==> src/rtl/uart_pkg.sv <==
// Shared UART definitions: parity-mode codes and transmitter FSM states.
// Also used by the future receiver, so nothing here is TX-specific except the state enum.
package uart_pkg;

    localparam int PAR_NONE = 0;
    localparam int PAR_ODD  = 1;
    localparam int PAR_EVEN = 2;

    typedef enum logic [2:0] {
        ST_IDLE   = 3'd0,
        ST_START  = 3'd1,
        ST_DATA   = 3'd2,
        ST_PARITY = 3'd3,
        ST_STOP   = 3'd4
    } uart_tx_state_t;

endpackage

==> src/rtl/sync_fifo.sv <==
// Single-clock FIFO, registered occupancy count; a push is visible to the read side one edge later.
// Pushes are dropped while full and pops ignored while empty; push+pop together leaves the count unchanged.
module sync_fifo #(
    parameter int WIDTH = 8,
    parameter int DEPTH = 16
) (
    input  logic                     i_clk,
    input  logic                     i_rst,
    input  logic                     i_push,
    input  logic [WIDTH-1:0]         i_push_data,
    input  logic                     i_pop,
    output logic [WIDTH-1:0]         o_pop_data,
    output logic                     o_full,
    output logic                     o_empty,
    output logic [$clog2(DEPTH):0]   o_count
);

    localparam int AW = $clog2(DEPTH);
    localparam logic [AW:0] FULL_CNT = (AW+1)'(DEPTH);

    logic [WIDTH-1:0] mem [DEPTH];
    logic [AW-1:0]    wr_ptr;
    logic [AW-1:0]    rd_ptr;
    logic [AW:0]      count;
    logic             do_push;
    logic             do_pop;

    assign o_full     = (count == FULL_CNT);
    assign o_empty    = (count == '0);
    assign o_count    = count;
    assign o_pop_data = mem[rd_ptr];
    assign do_push    = i_push && !o_full;
    assign do_pop     = i_pop && !o_empty;

    // DEPTH is a power of two, so pointers wrap by natural overflow.
    always_ff @(posedge i_clk or posedge i_rst) begin
        if (i_rst) begin
            wr_ptr <= '0;
            rd_ptr <= '0;
            count  <= '0;
        end else begin
            if (do_push) wr_ptr <= wr_ptr + 1'b1;
            if (do_pop)  rd_ptr <= rd_ptr + 1'b1;
            case ({do_push, do_pop})
                2'b10:   count <= count + 1'b1;
                2'b01:   count <= count - 1'b1;
                default: count <= count;
            endcase
        end
    end

    always_ff @(posedge i_clk) begin
        if (do_push) mem[wr_ptr] <= i_push_data;
    end

endmodule

==> src/rtl/uart_tx_fifo.sv <==
// UART transmitter with input FIFO; start bit begins the edge after the pop, frames run back-to-back.
// o_ready drops only when the registered FIFO count reaches FIFO_DEPTH.
module uart_tx_fifo
    import uart_pkg::*;
#(
    parameter int DATA_BITS  = 8,
    parameter int PARITY     = 0,
    parameter int STOP_BITS  = 1,
    parameter int FIFO_DEPTH = 16,
    parameter int DIV_WIDTH  = 16
) (
    input  logic                          i_clk,
    input  logic                          i_rst,
    input  logic [DATA_BITS-1:0]          i_data,
    input  logic                          i_valid,
    output logic                          o_ready,
    input  logic [DIV_WIDTH-1:0]          i_clks_per_bit,
    output logic                          o_out,
    output logic                          o_busy,
    output logic [$clog2(FIFO_DEPTH):0]   o_fifo_count
);

    localparam int BIT_W = $clog2(DATA_BITS);
    localparam logic [BIT_W-1:0]     LAST_BIT = BIT_W'(DATA_BITS - 1);
    localparam logic                 LAST_STOP = 1'(STOP_BITS - 1);
    localparam logic [DIV_WIDTH-1:0] ONE = DIV_WIDTH'(1);

    if (DATA_BITS < 5 || DATA_BITS > 9) begin : g_bad_data_bits
        $error("uart_tx_fifo: DATA_BITS must be 5..9");
    end
    if (PARITY != PAR_NONE && PARITY != PAR_ODD && PARITY != PAR_EVEN) begin : g_bad_parity
        $error("uart_tx_fifo: PARITY must be 0, 1 or 2");
    end
    if (STOP_BITS != 1 && STOP_BITS != 2) begin : g_bad_stop_bits
        $error("uart_tx_fifo: STOP_BITS must be 1 or 2");
    end
    if (FIFO_DEPTH < 2 || (FIFO_DEPTH & (FIFO_DEPTH - 1)) != 0) begin : g_bad_depth
        $error("uart_tx_fifo: FIFO_DEPTH must be a power of two >= 2");
    end

    uart_tx_state_t         state;
    logic [DATA_BITS-1:0]   shreg;
    logic                   par_bit;
    logic [DIV_WIDTH-1:0]   div_q;
    logic [DIV_WIDTH-1:0]   div_eff;
    logic [DIV_WIDTH-1:0]   timer;
    logic [BIT_W-1:0]       bit_idx;
    logic                   stop_idx;

    logic [DATA_BITS-1:0]   fifo_data;
    logic                   fifo_full;
    logic                   fifo_empty;
    logic                   bit_done;
    logic                   last_stop;
    logic                   pop;

    sync_fifo #(
        .WIDTH (DATA_BITS),
        .DEPTH (FIFO_DEPTH)
    ) u_fifo (
        .i_clk       (i_clk),
        .i_rst       (i_rst),
        .i_push      (i_valid),
        .i_push_data (i_data),
        .i_pop       (pop),
        .o_pop_data  (fifo_data),
        .o_full      (fifo_full),
        .o_empty     (fifo_empty),
        .o_count     (o_fifo_count)
    );

    assign o_ready   = !fifo_full;
    assign o_busy    = (state != ST_IDLE) || !fifo_empty;
    assign div_eff   = (i_clks_per_bit == '0) ? ONE : i_clks_per_bit;
    assign bit_done  = (timer == '0);
    assign last_stop = (state == ST_STOP) && bit_done && (stop_idx == LAST_STOP);
    // Popping at the end of the last stop bit lets the next start bit follow with no idle cycle.
    assign pop       = !fifo_empty && ((state == ST_IDLE) || last_stop);

    always_ff @(posedge i_clk or posedge i_rst) begin
        if (i_rst) begin
            state    <= ST_IDLE;
            o_out    <= 1'b1;
            shreg    <= '0;
            par_bit  <= 1'b0;
            div_q    <= ONE;
            timer    <= '0;
            bit_idx  <= '0;
            stop_idx <= 1'b0;
        end else if (pop) begin
            shreg    <= fifo_data;
            par_bit  <= (PARITY == PAR_ODD) ? ~^fifo_data : ^fifo_data;
            div_q    <= div_eff;
            timer    <= div_eff - ONE;
            state    <= ST_START;
            o_out    <= 1'b0;
        end else if (state != ST_IDLE) begin
            if (!bit_done) begin
                timer <= timer - ONE;
            end else begin
                timer <= div_q - ONE;
                case (state)
                    ST_START: begin
                        state   <= ST_DATA;
                        o_out   <= shreg[0];
                        shreg   <= shreg >> 1;
                        bit_idx <= '0;
                    end
                    ST_DATA: begin
                        if (bit_idx == LAST_BIT) begin
                            if (PARITY != PAR_NONE) begin
                                state <= ST_PARITY;
                                o_out <= par_bit;
                            end else begin
                                state    <= ST_STOP;
                                o_out    <= 1'b1;
                                stop_idx <= 1'b0;
                            end
                        end else begin
                            bit_idx <= bit_idx + 1'b1;
                            o_out   <= shreg[0];
                            shreg   <= shreg >> 1;
                        end
                    end
                    ST_PARITY: begin
                        state    <= ST_STOP;
                        o_out    <= 1'b1;
                        stop_idx <= 1'b0;
                    end
                    ST_STOP: begin
                        if (stop_idx == LAST_STOP) begin
                            state <= ST_IDLE;
                        end else begin
                            stop_idx <= 1'b1;
                        end
                    end
                    default: begin
                        state <= ST_IDLE;
                        o_out <= 1'b1;
                    end
                endcase
            end
        end
    end

endmodule

==> config.mk <==
export PLATFORM = sky130hd
export DESIGN_NAME = uart_tx_fifo
export DESIGN_NICKNAME = d
export VERILOG_FILES = /design/src/rtl/uart_pkg.sv /design/src/rtl/sync_fifo.sv /design/src/rtl/uart_tx_fifo.sv
export SDC_FILE = /design/constraint.sdc
export NUM_CORES = 1
export LEC_CHECK = 0
export ABC_AREA = 1
export CAP_MARGIN = 20
export CORE_ASPECT_RATIO = 1.2
export CORE_MARGIN = 10
export CORE_UTILIZATION = 28
export DETAILED_ROUTE_END_ITERATION = 12
export GPL_ROUTABILITY_DRIVEN = 0
export GPL_TIMING_DRIVEN = 0
export MAX_ROUTING_LAYER = met4
export PLACE_DENSITY = 0.53
export SYNTH_ARGS = -nofsm -noshare
export SYNTH_HDL_FRONTEND = slang
export SYNTH_HIERARCHICAL = 1
export SYNTH_SLANG_ARGS = --single-unit
==> constraint.sdc <==
create_clock -name i_clk -period 2.95 [get_ports i_clk]
set_input_delay 0.295 -clock i_clk [delete_from_list [all_inputs] [get_ports i_clk]]
set_output_delay 0.295 -clock i_clk [all_outputs]
set_load 0.005 [all_outputs]
==> impl_results.md, run 1 <==
- Fin area: 10720 um2
- Peak VDD IR: 0.4768 mV
- Area occupied by multi-input gates: 3173 um2
- Yosys top cell by area: edfxtp_1
- Count leader, synth: nand2_1
- CTS tree: done
- Area share of and/or/nand/nor cells after synthesis: 29.13%
- Vias per inst: 4.425
- Reg-to-reg critical path startpoint: timer[11]
- Root buf cell: clkbuf_16
- Htree depth: 4
- Post-synthesis xor/xnor area fraction: 0.8657%
- CP delay by family, top: simple AND/OR/NAND/NOR gates
- Commonest cells post-synth: 386 x nand2_1, 128 x edfxtp_1, 113 x inv_1, 113 x nor2_1, 95 x nand3_1
- Clock power share: 23.6%
- Vias in the first global route: 6739
- Core footprint: 32160 um2
- Hold Fails Final Rpt: 0
- Die area: 40160 um2
- Synth-to-layout area growth: 17.71%
- Worst setup path end: u_fifo/o_count[4]
- CP bufs+invs: 4
- Crit Reg-Reg Endpoint: u_fifo/o_count[4]
- Synth area leaders: edfxtp_1 42%, dfrtp_1 16%, nand2_1 16%, nand3_1 5.2%, inv_1 4.7%
- Synth warnings: 6
- Post-synth EDFFs: 128
- Leakage: 4.760 nW
- Worst Path Arrival: 3090 ps
- Global Route Usage Sum: 12.03%
- Layout net count: 1137
- Min Tclk post-route: 2763 ps
- Slew Limit Fails: 0
- Crit path launch: timer[11]
- Hpwl dp: 16.39 mm
- Distinct cells, synth: 33
- DRT iter0 DRCs: 428
- Sequential element share of the synthesized area: 58.73%
- Top cell type's share of synthesized area: 42.22%
- CP Capture Type: flip-flop
- Syn nets: 1077
- Max_cap viols: 0
- Largest net degree at the start of global routing: 26
- Drt first pass iters: 5
- Die W: 184.6 um
- P_sw: 4.470 mW
- Initial antenna violation count: 0
- Dominant synthesized flop cell: edfxtp_1
- Mapped Area: 9105 um2
- Adder-cell share of the synthesized area: 1.869%
- Worst EP required: 3280 ps
- Vias after detailed routing: 6713
- Slowest cell on the critical path: dfrtp_1
- Worst skew pair latency: 450 ps
- Post-Place Cell Area: 9975 um2
- Min-delay worst type: in2async
- Fin Setup TNS: 0 ps
- Period utilization: 93.67%
- Worst-margin pin slew: 849.3 ps
- Skew final: 22.34 ps
- Die height: 217.5 um
- Slew headroom: 43.17%
- Port buffer count: 34
- Post-Syn Area per Cell: 8.780 um2
- DR WL/cell: 15.06 um
- Asr flop ratio synth: 31.91%
- P_int: 6.007 mW
- Switching share of power: 42.67%
- WL final: 22.85 mm
- Share of cells above drive strength 1: 10.09%
- Total grt overflow: 0
- Pwr/cell area: 977.6 nW/um2
- Flop pwr share: 35.5%
- Crit-path max FO: 10
- FF+latch count, synth: 188
- Diodes inserted: 0
- Cell depth of the worst setup path: 19
- Final routed DRC violation total: 0
- Cell count after synthesis: 1037
- Achievable Freq: 361.9 MHz
- First-pass GRT wire length: 36.69 mm
- Cts bufs inserted: 17
- Fillers: 3287
- Finish-stage setup viols: 0
- Largest family of logic cells by synthesized area: simple AND/OR/NAND/NOR gates
- Setup CP Type: reg2reg
- DRT antenna net count: 0
- Comb power frac: 40.9%
- Most used cell, CP: nand2_1
- Run status: finished, final reports clean
- Path depth of the worst reg2reg path: 19
- Clock sinks: 188
- CP max stage delay: 420 ps
- Complex-gate fraction of the synthesized area: 2.611%
- Mux share of post-synthesis cell area: 0%
- Register area: 5350 um2
- # rows: 72
- Initial Util: 28.31%
- Worst-case clock buffer depth: 2
- Setup crit start kind: flip-flop
- # IOs: 35
- Clock slew at reported path FFs: 80 ps
- Crit-path cells: nor2_2 -> nand2_1 -> nor2_4 -> nand2_4 -> a21oi_4 -> clkbuf_8 -> nand2_2 -> inv_4 -> ha_4 -> inv_1 -> fa_1 -> inv_1 -> nand2_1 -> nand2_1 -> nand2_1 -> nand2_1 -> nand2_1 -> nand2_1 -> nand2_1
- Worst reg-to-reg setup slack: 190 ps
-- power by group through the flow --
stage / Clock, mW / Sequential [mW] / Combinational [mW]
6_report: 2.47 / 3.72 / 4.28
5_1_grt: 2.65 / 3.79 / 4.90
4_1_cts: 2.55 / 3.72 / 4.29
3_5_place_dp: 0 / 3.76 / 4.22
3_3_place_gp: 0 / 3.75 / 4.17
2_1_floorplan: 0 / 3.68 / 3.02
-- routing by layer --
metal	global-route usage (%)	vias to the layer above	routed length [um]
met3	2.000	20	720
met1	14.02	3177	10040
met2	20.49	98	11670
met4	4.259	0	427
met5	-	-	0
li1	-	3418	-
-- cells in the final DEF (no fill, tap or decap), types with 7 or more instances in the layout --
master / n
a31oi_1: 9
buf_2: 20
buf_4: 9
clkbuf_1: 7
clkbuf_16: 17
clkdlybuf4s50_1: 34
dfrtp_1: 56
edfxtp_1: 128
ha_1: 11
inv_1: 111
inv_12: 7
nand2_1: 385
nand2_2: 10
nand3_1: 95
nor2_1: 110
nor2_2: 12
o21ai_0: 22
-- worst min path at each step --
| stage | end | depth (start not counted) | start | slack, ps |
|---|---|---|---|---|
| floorplan | u_fifo/o_count[0] | 1 | i_rst | 170 |
| global placement | div_q[13] | 2 | div_q[13] | 460 |
| detailed placement | div_q[4] | 2 | div_q[4] | 460 |
| CTS | bit_idx[1] | 2 | i_rst | 260 |
| global route | bit_idx[1] | 2 | i_rst | 280 |
| finish | bit_idx[1] | 2 | i_rst | 250 |
-- area by class of cell --
cell class / instances / share of cell area (%)
buffer: 34 / 1.763
clock buffer: 17 / 3.969
clock inverter: 15 / 2.090
inverter: 117 / 4.121
multi-input combinational: 698 / 29.61
sequential: 188 / 49.92
tap: 407 / 4.751
timing repair buffer: 41 / 3.782
-- kinds of logic (layout without fill, tap and decap cells) --
logic type | after synthesis | count (layout)
simple gates | 634 | 634
flops | 188 | 188
buf+inv | 151 | 224
compound gates | 42 | 42
fa+ha+maj | 13 | 13
xor+xnor | 9 | 9
-- stage by stage --
stage	total power, mW	worst slack (ps)	util [%]	instances	hold slack [ps]
final	10.48	186.6	33.33	1517	246.8
after global routing	11.34	-14.58	33.33	1517	284.4
after CTS	10.56	9.569	33.18	1513	258.1
after detailed placement	7.983	-801.2	31.01	1479	462.9
after global placement	7.925	-776.8	30.95	1478	458.2
after floorplan	6.695	193.0	-	1037	172.0
-- flip-flops by register name (all words and copies together) (netlist names) --
signal          count
u_fifo/rd_ptr       4
shreg               8
u_fifo/o_count      5
div_q              16
state               3
timer              16
bit_idx             3
o_out               1
u_fifo/mem        128
u_fifo/wr_ptr       4
-- repair_timing --
item                                    CTS  global route
pin swaps                                 3             2
endpoints found under the setup margin    5             2
hold buffers                              0             0
endpoints found under the hold margin     0             0
gates resized for setup                  10             5
setup buffers                             2             4
Note: power is estimated with default switching activity, not from simulation.
==> inputs of run 2 (changes only) <==
--- a/config.mk
+++ b/config.mk
@@ -9,12 +9,12 @@
 export CAP_MARGIN = 20
 export CORE_ASPECT_RATIO = 1.2
 export CORE_MARGIN = 10
-export CORE_UTILIZATION = 28
+export CORE_UTILIZATION = 40
 export DETAILED_ROUTE_END_ITERATION = 12
 export GPL_ROUTABILITY_DRIVEN = 0
 export GPL_TIMING_DRIVEN = 0
 export MAX_ROUTING_LAYER = met4
-export PLACE_DENSITY = 0.53
+export PLACE_DENSITY = 0.67
 export SYNTH_ARGS = -nofsm -noshare
 export SYNTH_HDL_FRONTEND = slang
 export SYNTH_HIERARCHICAL = 1
==> impl_results.md, run 2 (synthesized netlist as in run 1, its figures left out) <==
- Run status: finished, final reports clean
- Core footprint: 22450 um2 (-30%)
- Diodes inserted: 0 (unchanged)
- Leakage: 4.720 nW (-0.84%)
- DR WL/cell: 15.02 um (-0.32%)
- Clock slew at reported path FFs: 80 ps (about the same)
- Worst Path Arrival: 3060 ps (-30 ps)
- Root buf cell: clkbuf_16
- Hold Fails Final Rpt: 0 (unchanged)
- Crit-path max FO: 10 (unchanged)
- Slew Limit Fails: 0 (unchanged)
- Final routed DRC violation total: 0 (unchanged)
- CTS tree: done
- DRT iter0 DRCs: 509 (+19%)
- Die area: 29220 um2 (-27%)
- Largest net degree at the start of global routing: 27 (+3.8%)
- Pwr/cell area: 973.9 nW/um2 (-0.38%)
- Layout net count: 1134 (-0.26%)
- Max_cap viols: 0 (unchanged)
- Slew headroom: 43.19% (about the same)
- Htree depth: 4 (unchanged)
- Setup crit start kind: flip-flop
- WL final: 20.81 mm (-8.9%)
- Hpwl dp: 14.98 mm (-8.6%)
- Drt first pass iters: 6 (+1)
- Largest reg by FF count: u_fifo/mem
- Biggest regs: u_fifo/mem x128, div_q x16, timer x16
- Worst EP required: 3280 ps (about the same)
- Die height: 185.3 um (-15%)
- Post-CTS Hold Buffers: 0 (unchanged)
- Most common cell after layout, fill and taps aside: nand2_1
- Cts bufs inserted: 17 (unchanged)
- Finish-stage setup viols: 0 (unchanged)
- Setup ws final: 216.7 ps (+30.10 ps)
- RSZ-0062 raised after global routing: true
- Total grt overflow: 0 (unchanged)
- Most frequent cells in the layout: 385 x nand2_1, 128 x edfxtp_1, 111 x inv_1
- Vias after detailed routing: 6703 (-0.15%)
- Port buffer count: 34 (unchanged)
- Skew final: 14.74 ps (-7.607 ps)
- Worst-margin pin slew: 849.0 ps (-0.3051 ps)
- Worst-case clock buffer depth: 2 (unchanged)
- Die W: 157.7 um (-15%)
- Setup CP Type: reg2reg
- Achievable Freq: 365.9 MHz (+1.1%)
- Period utilization: 92.65% (-1.0 points)
- Min Tclk post-route: 2733 ps (-30.10 ps)
- CP Capture Type: flip-flop
- Share of cells above drive strength 1: 9.666% (-0.42 points)
- DRT antenna net count: 0 (unchanged)
- Worst skew pair latency: 440 ps (about the same)
- Vias per inst: 4.836 (+9.3%)
- Min-delay worst type: in2async
- Global Route Usage Sum: 15.20% (+3.2 points)
- Initial Util: 40.56% (+12 points)
- # rows: 60 (-17%)
- First-pass GRT wire length: 33.78 mm (-8.0%)
- Initial antenna violation count: 0 (unchanged)
- Max FFs per register: 128 (unchanged)
- DP Worst Slack: -703.1 ps (+98.08 ps)
- Clock sinks: 188 (unchanged)
- Vias in the first global route: 6606 (-2.0%)
- Hold Slack: 237.9 ps (-8.863 ps)
- Synth-to-layout area growth: 14.96%
- Peak VDD IR: 0.5299 mV (+11%)
- # IOs: 35 (unchanged)
==> run 2: changes by cell type in the layout (fill, tap and decap cells not counted), moves of 3 or more <==
cell	delta
inv_12	-7
buf_4	-3
inv_6	+3
clkinv_8	-3
inv_8	+5
==> run 2: critical path, cell delays in order (launching register included) <==
cell	delay (ps)
dfrtp_1	400
nor2_1	150
nand2_1	120
nor2_4	160
nand2_4	120
a21oi_4	180
clkbuf_8	180
nand2_2	120
inv_4	100
ha_4	150
inv_1	60
fa_1	360
inv_1	90
nand2_1	80
nand2_1	80
nand2_1	50
nand2_1	50
nand2_1	50
nand2_1	60
nand2_1	50
==> run 2: layout make-up <==
| cell class | count | area, um2 |
|---|---|---|
| inverters | 117 | 441.7 |
| clock buffers | 17 | 425.4 |
| repair buffers | 38 | 382.9 |
| flip-flops and latches | 188 | 5348 |
| multi-input cells | 698 | 3173 |
| fillers | 2096 | 11980 |
| clock inverters | 15 | 158.9 |
| well taps | 279 | 349.1 |
| plain buffers | 34 | 188.9 |
==> run 2: metal layers <==
layer | share of wire, % | global-route usage [%] | wire, um
met1 | 42 | 17.33 | 8713
met2 | 51 | 26.43 | 10650
met3 | 5.0 | 2.762 | 1050
met4 | 1.9 | 4.906 | 397
met5 | 0 | - | 0
==> run 2: timing repair <==
item	CTS	global route
gates resized for setup	8	5
pin swaps	3	0
hold endpoints to repair	0	0
setup buffers	3	0
endpoints found under the setup margin	4	2
==> run 2: path summary, 6_finish.rpt <==
| check | startpoint | to | slack, ps | cells past startpoint |
|---|---|---|---|---|
| max | timer[6] | u_fifo/o_count[4] | 220 | 19 |
| min | i_rst | u_fifo/o_count[4] | 240 | 2 |
| max reg2reg | timer[6] | u_fifo/o_count[4] | 220 | 19 |
| min reg2reg | div_q[13] | div_q[13] | 470 | 2 |
| max in group asynchronous | i_rst | div_q[0] | 2120 | 3 |
| min in group i_clk | div_q[13] | div_q[13] | 470 | 2 |
==> run 2: through the flow <==
stage	setup TNS, ps	util [%]	total power [mW]	instances	cell area (um2)
2_1_floorplan	0	-	6.695	1037	9105
3_3_place_gp	-1858	43.63	7.807	1350	9794
3_5_place_dp	-2062	43.72	7.903	1351	9814
4_1_cts	0	46.56	10.20	1386	10450
5_1_grt	-46.19	46.63	10.99	1386	10470
6_report	0	46.63	10.19	1386	10470
==> run 2: report_power, final <==
part	internal [mW]	total [mW]	leakage, nW	switching (mW)
Combinational	1.40	4.22	2.55	2.83
Sequential	3.39	3.72	1.88	0.333
Clock	1.14	2.25	0.283	1.11
==> inputs of run 3 (changes only) <==
--- a/config.mk
+++ b/config.mk
@@ -11,10 +11,10 @@
 export CORE_MARGIN = 10
 export CORE_UTILIZATION = 40
 export DETAILED_ROUTE_END_ITERATION = 12
-export GPL_ROUTABILITY_DRIVEN = 0
 export GPL_TIMING_DRIVEN = 0
 export MAX_ROUTING_LAYER = met4
 export PLACE_DENSITY = 0.67
+export SETUP_SLACK_MARGIN = 0.02
 export SYNTH_ARGS = -nofsm -noshare
 export SYNTH_HDL_FRONTEND = slang
 export SYNTH_HIERARCHICAL = 1
==> impl_results.md, run 3 (synthesized netlist as in run 1, its figures left out) <==
- Period utilization: 93.83% (+1.2 points)
- Global Route Usage Sum: 15.20% (unchanged)
- DRT iter0 DRCs: 508 (-0.20%)
- Achievable Freq: 361.3 MHz (-1.3%)
- Fin area: 10470 um2 (about the same)
- Slew headroom: 41.75% (-1.4 points)
- CTS tree: done
- Most common cell after layout, fill and taps aside: nand2_1
- Layout net count: 1134 (unchanged)
- Worst EP required: 2650 ps (-630 ps)
- # IOs: 35 (unchanged)
- RSZ-0062 raised after global routing: true
- Run status: finished, final reports clean
- DR WL/cell: 15.02 um (about the same)
- Die area: 29220 um2 (unchanged)
- Biggest regs: u_fifo/mem x128, div_q x16, timer x16
- Wl on met1: 8.818 mm (+1.2%)
- Total Power: 10.19 mW (about the same)
- Post-Place Cells: 1351 (unchanged)
- Min-delay worst type: in2async
- Setup crit start kind: flip-flop
- Top Layer Used: met4
- Largest reg by FF count: u_fifo/mem
- Clock sinks: 188 (unchanged)
- Vias per inst: 4.839 (about the same)
- Reg-to-reg critical path startpoint: u_fifo/o_count[1]
- Crit-path max FO: 10 (unchanged)
- Die height: 185.3 um (unchanged)
- Met3 wire length: 961 um (-8.5%)
- Worst skew pair latency: 440 ps (about the same)
- Cts bufs inserted: 17 (unchanged)
- # rows: 60 (unchanged)
- Diodes inserted: 0 (unchanged)
- Leakage: 4.721 nW (about the same)
- Initial antenna violation count: 0 (unchanged)
- Layout Cells excl Fill: 1386 (unchanged)
- Clock slew at reported path FFs: 70 ps (about the same)
- Min Tclk post-route: 2768 ps (+34.73 ps)
- Most frequent cells in the layout: 385 x nand2_1, 128 x edfxtp_1, 111 x inv_1
- Share of cells above drive strength 1: 9.756% (+0.090 points)
- WL final: 20.82 mm (about the same)
- Path depth of the worst reg2reg path: 20 (+1)
- DRT antenna net count: 0 (unchanged)
- Max_cap viols: 0 (unchanged)
- Vias after detailed routing: 6707 (+0.060%)
- Total grt overflow: 0 (unchanged)
- Met2 Wirelength: 10.62 mm (-0.33%)
- Slew Limit Fails: 0 (unchanged)
- Crit Reg-Reg Endpoint: u_fifo/o_count[4]
- Worst reg-to-reg setup slack: 240 ps (+20 ps)
- Drt first pass iters: 5 (-1)
- Worst-case clock buffer depth: 2 (unchanged)
- Hold Fails Final Rpt: 0 (unchanged)
- Vias in the first global route: 6606 (unchanged)
- Worst Path Arrival: 2470 ps (-590 ps)
- Synth-to-layout area growth: 15.03% (about the same)
- Htree depth: 4 (unchanged)
- Crit path launch: u_fifo/o_count[0]
- Port buffer count: 34 (unchanged)
- Die W: 157.7 um (unchanged)
- Core footprint: 22450 um2 (unchanged)
- Worst-margin pin slew: 870.6 ps (+21.65 ps)
- Peak VDD IR: 0.5281 mV (-0.34%)
- Pwr/cell area: 973.4 nW/um2 (about the same)
- Finish-stage setup viols: 0 (unchanged)
- Gp weighted congestion: 0.9334
- CP Capture Type: output port
- Post-Place Cell Area: 9814 um2 (unchanged)
- Setup CP Type: reg2out
- Final routed DRC violation total: 0 (unchanged)
- Initial Util: 40.56% (unchanged)
- First-pass GRT wire length: 33.78 mm (unchanged)
- Root buf cell: clkbuf_16
- Hpwl dp: 14.98 mm (unchanged)
- Max FFs per register: 128 (unchanged)
- Skew final: 14.87 ps (+0.1345 ps)
- Largest net degree at the start of global routing: 27 (unchanged)
## run 3: cell counts in the layout (fill, tap and decap cells not counted)
No cell type changed its count.
## run 3: layout make-up
class | count | area (um2)
Clock buffer | 17 | 425.4
Timing Repair Buffer | 38 | 382.9
Fill cell | 2098 | 11970
Inverter | 117 | 441.7
Clock inverter | 15 | 158.9
Sequential cell | 188 | 5349
Tap cell | 279 | 349.1
Multi-Input combinational cell | 698 | 3178
Buffer | 34 | 188.9
## run 3: report_power, final
part | switching [mW] | internal [mW] | leakage, nW
Combinational | 2.83 | 1.40 | 2.56
Sequential | 0.332 | 3.39 | 1.88
Clock | 1.10 | 1.14 | 0.283
## run 3: timing repair
| item | in CTS | in global routing |
|---|---|---|
| gates resized for setup | 9 | 6 |
| hold buffers | 0 | 0 |
| pin swaps | 3 | 0 |
| setup buffers | 3 | 0 |
| endpoints found under the setup margin | 4 | 2 |
## run 3: per-stage QoR
| stage | util (%) | setup WS [ps] | hold WS, ps | setup TNS, ps |
|---|---|---|---|---|
| CTS | 46.56 | 49.66 | 244.7 | 0 |
| floorplan | - | 193.0 | 172.0 | 0 |
| global placement | 43.63 | -653.5 | 455.7 | -1858 |
| finish | 46.66 | 182.0 | 238.7 | 0 |
| global route | 46.66 | 0.8589 | 288.8 | 0 |
| detailed placement | 43.72 | -703.1 | 460.9 | -2062 |
## run 3: worst max path at each step
stage                                   end  slack (ps)
final                                o_busy         180
after global placement    u_fifo/o_count[4]        -650
after global routing      u_fifo/o_count[4]         0.9
after detailed placement  u_fifo/o_count[4]        -700
after CTS                 u_fifo/o_count[4]          50
after floorplan           u_fifo/o_count[4]         190
## run 3: critical path, stage by stage (launching register included)
cell	delay, ps
dfrtp_2	450
nor2_1	170
nand4_1	210
inv_1	110
inv_1	70
nor2_2	240
inv_1	120
buf_2	210
clkdlybuf4s50_1	470
## run 3: metal layers
metal,vias up,GRT usage [%]
li1,3408,-
met3,27,2.762
met5,-,-
met1,3108,17.33
met2,164,26.43
met4,0,4.906
